### config.mk
export PLATFORM = sky130hd
export DESIGN_NAME = asic_cell_bist_flat
export DESIGN_NICKNAME = d
export VERILOG_FILES = /design/src/rtl/asic_cell_bist_if.sv /design/src/rtl/asic_cell_bist.sv /design/src/flat_wrapper.sv
export SDC_FILE = /design/constraint.sdc
export NUM_CORES = 1
export LEC_CHECK = 0
export BUFFER_PORTS_ARGS = -buffer_cell sky130_fd_sc_hd__buf_2
export CAP_MARGIN = 10
export CORE_UTILIZATION = 50
export CTS_CLUSTER_SIZE = 28
export DETAILED_ROUTE_END_ITERATION = 12
export HOLD_SLACK_MARGIN = 0.12
export PLACE_DENSITY = 0.7
export SYNTH_ARGS = -nofsm -noshare
export SYNTH_HDL_FRONTEND = slang
export SYNTH_SLANG_ARGS = --single-unit
export TNS_END_PERCENT = 30
### constraint.sdc
create_clock -name clk -period 2.05 [get_ports clk]
set_clock_uncertainty 0.05 [all_clocks]
set_input_delay 0.205 -clock clk [delete_from_list [all_inputs] [get_ports clk]]
set_output_delay 0.205 -clock clk [all_outputs]
set_load 0.01 [all_outputs]
### src/rtl/asic_cell_bist_if.sv
// Test bus between the BIST sequencer and
// its controller / cell-under-test wrapper.
interface asic_cell_bist_if #(
  parameter int N = 3
);
  logic         start;
  logic         abort;
  logic         resp;
  logic [N-1:0] stim;
  logic         test_en;
  logic         busy;
  logic         done;
  logic         pass;
  logic [N:0]   fail_count;
  logic         fail_valid;
  logic [N-1:0] first_fail;

  modport master (
    output start,
    output abort,
    output resp,
    input  stim,
    input  test_en,
    input  busy,
    input  done,
    input  pass,
    input  fail_count,
    input  fail_valid,
    input  first_fail
  );

  modport slave (
    input  start,
    input  abort,
    input  resp,
    output stim,
    output test_en,
    output busy,
    output done,
    output pass,
    output fail_count,
    output fail_valid,
    output first_fail
  );
endinterface

### src/rtl/asic_cell_bist.sv
// Exhaustive BIST for one N-input library cell:
// walks every vector, settles, compares to TRUTH.
module asic_cell_bist #(
  parameter int              N      = 3,
  parameter logic [(1<<N)-1:0] TRUTH = 8'h1F,
  parameter int              SETTLE = 1
) (
  input logic              clk,
  input logic              reset,
  asic_cell_bist_if.slave  bus
);

  typedef enum logic [1:0] {
    S_IDLE,
    S_SETL,
    S_CHECK,
    S_DONE
  } state_t;

  localparam logic [3:0]   LAST_CNT = 4'(SETTLE - 1);
  localparam logic [N-1:0] LAST_VEC = '1;

  state_t       state, state_d;
  logic [N-1:0] stim, stim_d;
  logic [3:0]   cnt, cnt_d;
  logic         busy, busy_d;
  logic         done, done_d;
  logic         pass, pass_d;
  logic [N:0]   fcnt, fcnt_d;
  logic         fval, fval_d;
  logic [N-1:0] ffail, ffail_d;
  logic         miss;

  assign miss = bus.resp != TRUTH[stim];

  // register all sequencer state
  always_ff @(posedge clk) begin
    if (reset) begin
      state <= S_IDLE;
      stim  <= '0;
      cnt   <= '0;
      busy  <= 1'b0;
      done  <= 1'b0;
      pass  <= 1'b0;
      fcnt  <= '0;
      fval  <= 1'b0;
      ffail <= '0;
    end else begin
      state <= state_d;
      stim  <= stim_d;
      cnt   <= cnt_d;
      busy  <= busy_d;
      done  <= done_d;
      pass  <= pass_d;
      fcnt  <= fcnt_d;
      fval  <= fval_d;
      ffail <= ffail_d;
    end
  end

  // next state and next datapath values
  always_comb begin
    state_d = state;
    stim_d  = stim;
    cnt_d   = cnt;
    busy_d  = busy;
    done_d  = done;
    pass_d  = pass;
    fcnt_d  = fcnt;
    fval_d  = fval;
    ffail_d = ffail;
    unique case (state)
      S_IDLE, S_DONE: begin
        if (bus.start) begin
          state_d = S_SETL;
          stim_d  = '0;
          cnt_d   = '0;
          busy_d  = 1'b1;
          done_d  = 1'b0;
          pass_d  = 1'b0;
          fcnt_d  = '0;
          fval_d  = 1'b0;
          ffail_d = '0;
        end
      end
      S_SETL: begin
        if (bus.abort) begin
          state_d = S_IDLE;
          busy_d  = 1'b0;
          done_d  = 1'b0;
          pass_d  = 1'b0;
        end else if (cnt == LAST_CNT) begin
          state_d = S_CHECK;
        end else begin
          cnt_d = cnt + 1'b1;
        end
      end
      S_CHECK: begin
        if (bus.abort) begin
          state_d = S_IDLE;
          busy_d  = 1'b0;
          done_d  = 1'b0;
          pass_d  = 1'b0;
        end else begin
          if (miss) begin
            fcnt_d = fcnt + 1'b1;
            if (!fval) begin
              fval_d  = 1'b1;
              ffail_d = stim;
            end
          end
          if (stim == LAST_VEC) begin
            state_d = S_DONE;
            busy_d  = 1'b0;
            done_d  = 1'b1;
            pass_d  = (fcnt_d == '0);
          end else begin
            state_d = S_SETL;
            stim_d  = stim + 1'b1;
            cnt_d   = '0;
          end
        end
      end
      default: state_d = S_IDLE;
    endcase
  end

  assign bus.stim       = stim;
  assign bus.test_en    = busy;
  assign bus.busy       = busy;
  assign bus.done       = done;
  assign bus.pass       = pass;
  assign bus.fail_count = fcnt;
  assign bus.fail_valid = fval;
  assign bus.first_fail = ffail;

endmodule
### src/flat_wrapper.sv
// flat-port wrapper written by rule: the top's interface ports become plain ports
module asic_cell_bist_flat 
#(
  parameter int              N      = 3,
  parameter logic [(1<<N)-1:0] TRUTH = 8'h1F,
  parameter int              SETTLE = 1
)
  (clk, reset, bus_start, bus_abort, bus_resp, bus_stim, bus_test_en, bus_busy, bus_done, bus_pass, bus_fail_count, bus_fail_valid, bus_first_fail);
  asic_cell_bist_if #(.N(N)) bus_i ();
  input logic clk;
  input logic reset;
  input wire logic [$bits(bus_i.start)-1:0] bus_start;
  input wire logic [$bits(bus_i.abort)-1:0] bus_abort;
  input wire logic [$bits(bus_i.resp)-1:0] bus_resp;
  output wire logic [$bits(bus_i.stim)-1:0] bus_stim;
  output wire logic [$bits(bus_i.test_en)-1:0] bus_test_en;
  output wire logic [$bits(bus_i.busy)-1:0] bus_busy;
  output wire logic [$bits(bus_i.done)-1:0] bus_done;
  output wire logic [$bits(bus_i.pass)-1:0] bus_pass;
  output wire logic [$bits(bus_i.fail_count)-1:0] bus_fail_count;
  output wire logic [$bits(bus_i.fail_valid)-1:0] bus_fail_valid;
  output wire logic [$bits(bus_i.first_fail)-1:0] bus_first_fail;
  assign bus_i.start = bus_start;
  assign bus_i.abort = bus_abort;
  assign bus_i.resp = bus_resp;
  assign bus_stim = bus_i.stim;
  assign bus_test_en = bus_i.test_en;
  assign bus_busy = bus_i.busy;
  assign bus_done = bus_i.done;
  assign bus_pass = bus_i.pass;
  assign bus_fail_count = bus_i.fail_count;
  assign bus_fail_valid = bus_i.fail_valid;
  assign bus_first_fail = bus_i.first_fail;
  asic_cell_bist #(.N(N), .TRUTH(TRUTH), .SETTLE(SETTLE)) u_core (.clk(clk), .reset(reset), .bus(bus_i));
endmodule
After elaboration in Yosys (flattened, before gate mapping)
Memory sizes are Yosys's and may differ from the RTL's. A register that Yosys moved wholly into a read port is not among the register bits.
Cells that the tools add are included.
{"block": "word_totals", "mem_bits_ro": 8, "ff_bits": 20, "mem_count": 1, "latchBits": 0, "input_bits": 5, "elab_cells": 84, "ramBits": 0}
{"block": "op_classes", "muxes": 43, "add_sub_neg": 3, "n_eq_ne": 15, "n_div": 0, "reduce_logical": 12, "magnitude_cmp": 1, "mul": 0, "n_bitwise": 0, "shift": 0}
{"memory": "(name not given)", "words": 8, "width": 1, "read_ports": 1, "rd_ports_with_merged_regs": 1, "wr": 0, "line": "asic_cell_bist.sv:34", "text": "assign miss = bus.resp != TRUTH[stim];"}
{"operator": "4-bit two-way mux", "count": 9}
{"operator": "3-bit two-way mux", "count": 8}
{"operator": "2-bit inequality test, second input constant", "count": 7}
{"operator": "1-bit two-way mux", "count": 12}
{"operator": "3-bit case mux with 2 select lines", "count": 2}
{"operator": "4-bit case mux with 3 select lines", "count": 1}
{"operator": "2-bit two-way mux", "count": 5}
{"operator": "5-bit AND reduction", "count": 2}
{"operator": "1-bit case mux with 3 select lines", "count": 3}
{"operator": "4-bit by 1-bit adder with 4-bit output, second input constant", "count": 2}
{"operator": "4-bit logical NOT", "count": 2}
{"operator": "4-bit case mux with 2 select lines", "count": 1}
{"operator": "4-bit AND reduction", "count": 2}
{"operator": "3-bit by 2-bit inequality test with 1-bit output, second input constant", "count": 2}
{"operator": "2-bit case mux with 3 select lines", "count": 1}
{"operator": "3-bit AND reduction", "count": 2}
{"operator": "2-bit equality test, second input constant", "count": 2}
{"operator": "3-bit by 4-bit < comparator with 1-bit output, second input constant", "count": 1}
{"operator": "3-bit by 1-bit adder with 3-bit output, second input constant", "count": 1}
{"operator": "3-bit equality test, second input constant", "count": 1}
{"operator": "2-bit by 1-bit equality test with 1-bit output, second input constant", "count": 1}
{"operator": "2-bit logical NOT", "count": 1}
{"operator": "2-bit by 1-bit inequality test with 1-bit output, second input constant", "count": 1}
{"operator": "1-bit case mux with 2 select lines", "count": 1}
{"operator": "other kinds (4)", "count": 4}

Logic depth before layout (Yosys ltp)
{"block": "logic_depth", "ltp_word": 10, "mapped_depth": 7, "ltp_nobuf": 6}

Worst setup path after synthesis
OpenSTA, ideal clock, no wires.
{"block": "synth_timing", "path_kind": "reg-to-reg", "from": "register u_core.state[0]", "to": "register u_core.ffail[1] (netlist: u_core.bus.first_fail[1])", "slack_ns": 0.263, "path_buffers": 1, "stages_incl_launch_ff": 8, "arrival_time_ns": 1.604, "cell_sequence": "dfxtp_1 -> inv_1 -> ha_1 -> and2b_1 -> buf_6 -> a211o_1 -> o21ai_0 -> a211oi_1"}
{"block": "synth_between", "elab_chain_cells": 4}
{"element": "start: declaration", "line": "asic_cell_bist.sv:23", "text": "state_t state, state_d;"}
{"element": "start signal: assignment", "line": "asic_cell_bist.sv:49", "text": "state <= state_d;"}
{"element": "2-bit equality test / 2-bit logical NOT (equally long branches)", "line": "asic_cell_bist.sv:72", "text": "unique case (state)"}
{"element": "2-bit OR reduction", "line": "asic_cell_bist.sv:72"}
{"element": "2-bit inequality test (no line) / 2-bit nonzero test (equally long branches)"}
{"element": "5-bit AND reduction (no line)"}
{"element": "end signal: assignment", "line": "asic_cell_bist.sv:57", "text": "ffail <= ffail_d;"}
{"element": "end: declaration", "line": "asic_cell_bist.sv:31", "text": "logic [N-1:0] ffail, ffail_d;"}
Several ways; a longest one is shown, not always the timed one.
A chain may end at the register's enable or synchronous reset.

Worst setup path in the final report
Same ends and word-level chain as after synthesis.

==> flow_summary.json <==
{
  "status": "finished clean",
  "timing.hold.ws_ns": 0.136,
  "max_clock_freq_ghz": 0.534,
  "finalCritPeriodShare_pct": 91.4,
  "pwr_density_cell_nw_per_um2": 581,
  "vias": 1170,
  "ys_seq_area_share_pct": 34.4,
  "yosys-top-cells-area": "dfxtp_1 (34%), ha_1 (7.2%), a21oi_1 (5.7%)",
  "synth_area_um2": 1220,
  "synth_top_family_by_area": "compound AO/OA/AOI/OAI gates",
  "ys_ff_latch": 21,
  "synth_fa_ha_area_share_pct": 7.16,
  "syn_inst": 142,
  "dr.pass1.iters": 4,
  "p_total_uw": 789,
  "drtIter0Drc": 21,
  "cts_setup_buffers": 0,
  "synthFlopType": "dfxtp_1",
  "min_path_cells": 3,
  "syn-num-nets": 154,
  "total_leakage_power_nw": 0.568,
  "synth-xor-area-share_pct": 1.43,
  "routed_wl_mm": 2.66,
  "report.final.slew_viol_count": 0,
  "vias_per_cell": 6.13,
  "drc": 0,
  "synth_edf_count": 0,
  "yosysMostFrequentCell": "dfxtp_1",
  "numPortBuffers": 19,
  "critPathKind": "register to register",
  "rsz0062_at_grt": "false",
  "setup-violations-final": 0,
  "period_minus_slack_ns": 1.87,
  "yosys.area.top_type": "dfxtp_1",
  "cts_made_buffers": 3,
  "clockBufferDepth": 2,
  "core_um2": 2250,
  "antenna_found_initial": 0,
  "ys_async_sr_fraction_pct": 0,
  "grt-ovfl-total": 0,
  "r2r_setup_slack_ns": 0.18,
  "rr_worst_depth": 6,
  "synth_compound_area_share_pct": 26.8,
  "start_util_pct": 54.2,
  "fp.dieW_um": 51.4,
  "numClockSinks": 21,
  "synth_mux_area_share_pct": 1.64,
  "drv_cap": 0,
  "synth_warnings": 0,
  "cp-startpoint": "u_core.state[0]",
  "synthSimpleGateAreaFrac_pct": 21.7,
  "root_buffer": "clkbuf_4",
  "grt_max_degree": 22,
  "rows": 17,
  "area_growth_pct": 11.0,
  "endpoint": "u_core.bus.first_fail[1]",
  "clock_latency_ns": 0.31,
  "htreeDepth": 1,
  "final_nets": 176,
  "routedWlPerCell_um": 13.9,
  "hold_path.class": "input pin to register",
  "hpwl_mm": 1.96,
  "synth_common_cells": "dfxtp_1 (21), a21oi_1 (14), o21ai_0 (12), nor2_1 (9), inv_1 (8)",
  "grt_pass1_wl_mm": 4.56,
  "critPathCaptureType": "register",
  "fin_tns_setup_ns": 0,
  "gp_congestion": 0.801,
  "diodes": 0,
  "critPathMaxFanout": 10,
  "r2r-end": "u_core.bus.first_fail[1]",
  "cts_tree": "built",
  "worstPathArrival_ns": 2.02,
  "rr_startpoint": "u_core.state[0]",
  "ios": 20,
  "timing.critical_path.from_type": "register",
  "worst_slew_pin_slew_ns": 0.406,
  "grt_use_total_pct": 22.7,
  "cts_hold_buf": 0,
  "slew_headroom_pct": 72.9,
  "ir_worst_vdd_mv": 0.372,
  "synth_top_cell_area_share_pct": 34.4,
  "ant_nets": 0,
  "die_y_um": 51.4,
  "drive_gt1_share_pct": 20.2,
  "required_ns": 2.20,
  "syn_avg_cell_area_um2": 8.61,
  "cts.repair.resized": 0,
  "grt_pass1_vias": 1013,
  "hold_viol_final": 0,
  "yosysUniqueCellTypes": 46,
  "dieArea_um2": 2650,
  "clk_pin_slew_ns": 0.13
}
-- worst min-delay path by stage --
stage,to,from,slack (ns)
5_1_grt,u_core.bus.busy,bus_start,0.15
6_report,u_core.bus.busy,bus_start,0.14
2_1_floorplan,u_core.bus.busy,bus_start,0.32
4_1_cts,u_core.bus.busy,bus_start,0.12
3_5_place_dp,u_core.bus.done,u_core.bus.done,0.43
3_3_place_gp,u_core.bus.done,u_core.bus.done,0.43
-- final cells by class --
cell class / count / area (um2)
Inverter: 8 / 30.0
Fill cell: 217 / 898
Clock inverter: 1 / 5.00
Tap cell: 28 / 35.0
Clock buffer: 3 / 22.5
Multi-Input combinational cell: 107 / 718
Sequential cell: 21 / 420
Timing Repair Buffer: 23 / 125
-- metrics by stage --
step,worst slack [ns],utilization (%),cell area (um2),std cells
floorplan,0.263,-,1220,142
global placement,0.231,58.9,1330,187
detailed placement,0.159,58.9,1330,187
CTS,0.161,60.2,1360,191
global route,0.0202,60.2,1360,191
finish,0.177,60.2,1360,191
-- cell families after synthesis --
logic type / count (synthesis)
AOI/OAI and AO/OA: 49
and+or+nand+nor: 47
DFF: 21
buffers and inverters: 14
adders and majority gates: 7
xor gates and xnor gates: 2
muxes: 2
-- metal layers --
layer	track usage [%]	vias up	share of wire (%)
li1	-	569	-
met1	32.2	566	51
met2	32.9	31	45
met3	3.27	4	3.3
met4	11.7	0	1.1
met5	0	-	0
-- power breakdown --
part	leakage [nW]	switching (mW)	internal, mW
combinational	0.380	0.107	0.0553
clock	0.0177	0.132	0.0728
sequential	0.170	0.00584	0.416
-- cells in the final DEF, fill, tap and decap left out, types with 4 or more instances in the layout --
cell type	count
nor3_1	4
dfxtp_1	21
nor2_1	9
ha_1	7
o21ai_0	12
a211oi_1	4
inv_1	8
buf_2	19
nand3_1	7
a21oi_1	14
nand2b_1	6
nand2_1	5
buf_4	4
-- registers in the layout, summed over array words and instances, names as in the netlist, named ones only --
signal and count:
u_core.bus.busy 1, u_core.bus.done 1, u_core.bus.fail_count 4, u_core.bus.fail_valid 1
u_core.bus.first_fail 3, u_core.bus.pass 1, u_core.bus.stim 3, u_core.cnt 4
u_core.state 2
-- critical path: stages (launching register included) --
cell	delay [ns]
dfxtp_1	0.35
inv_1	0.06
ha_1	0.30
and2b_1	0.29
a211o_1	0.43
o21ai_0	0.20
a211oi_1	0.09
Note: power is estimated with default switching activity, not from simulation.
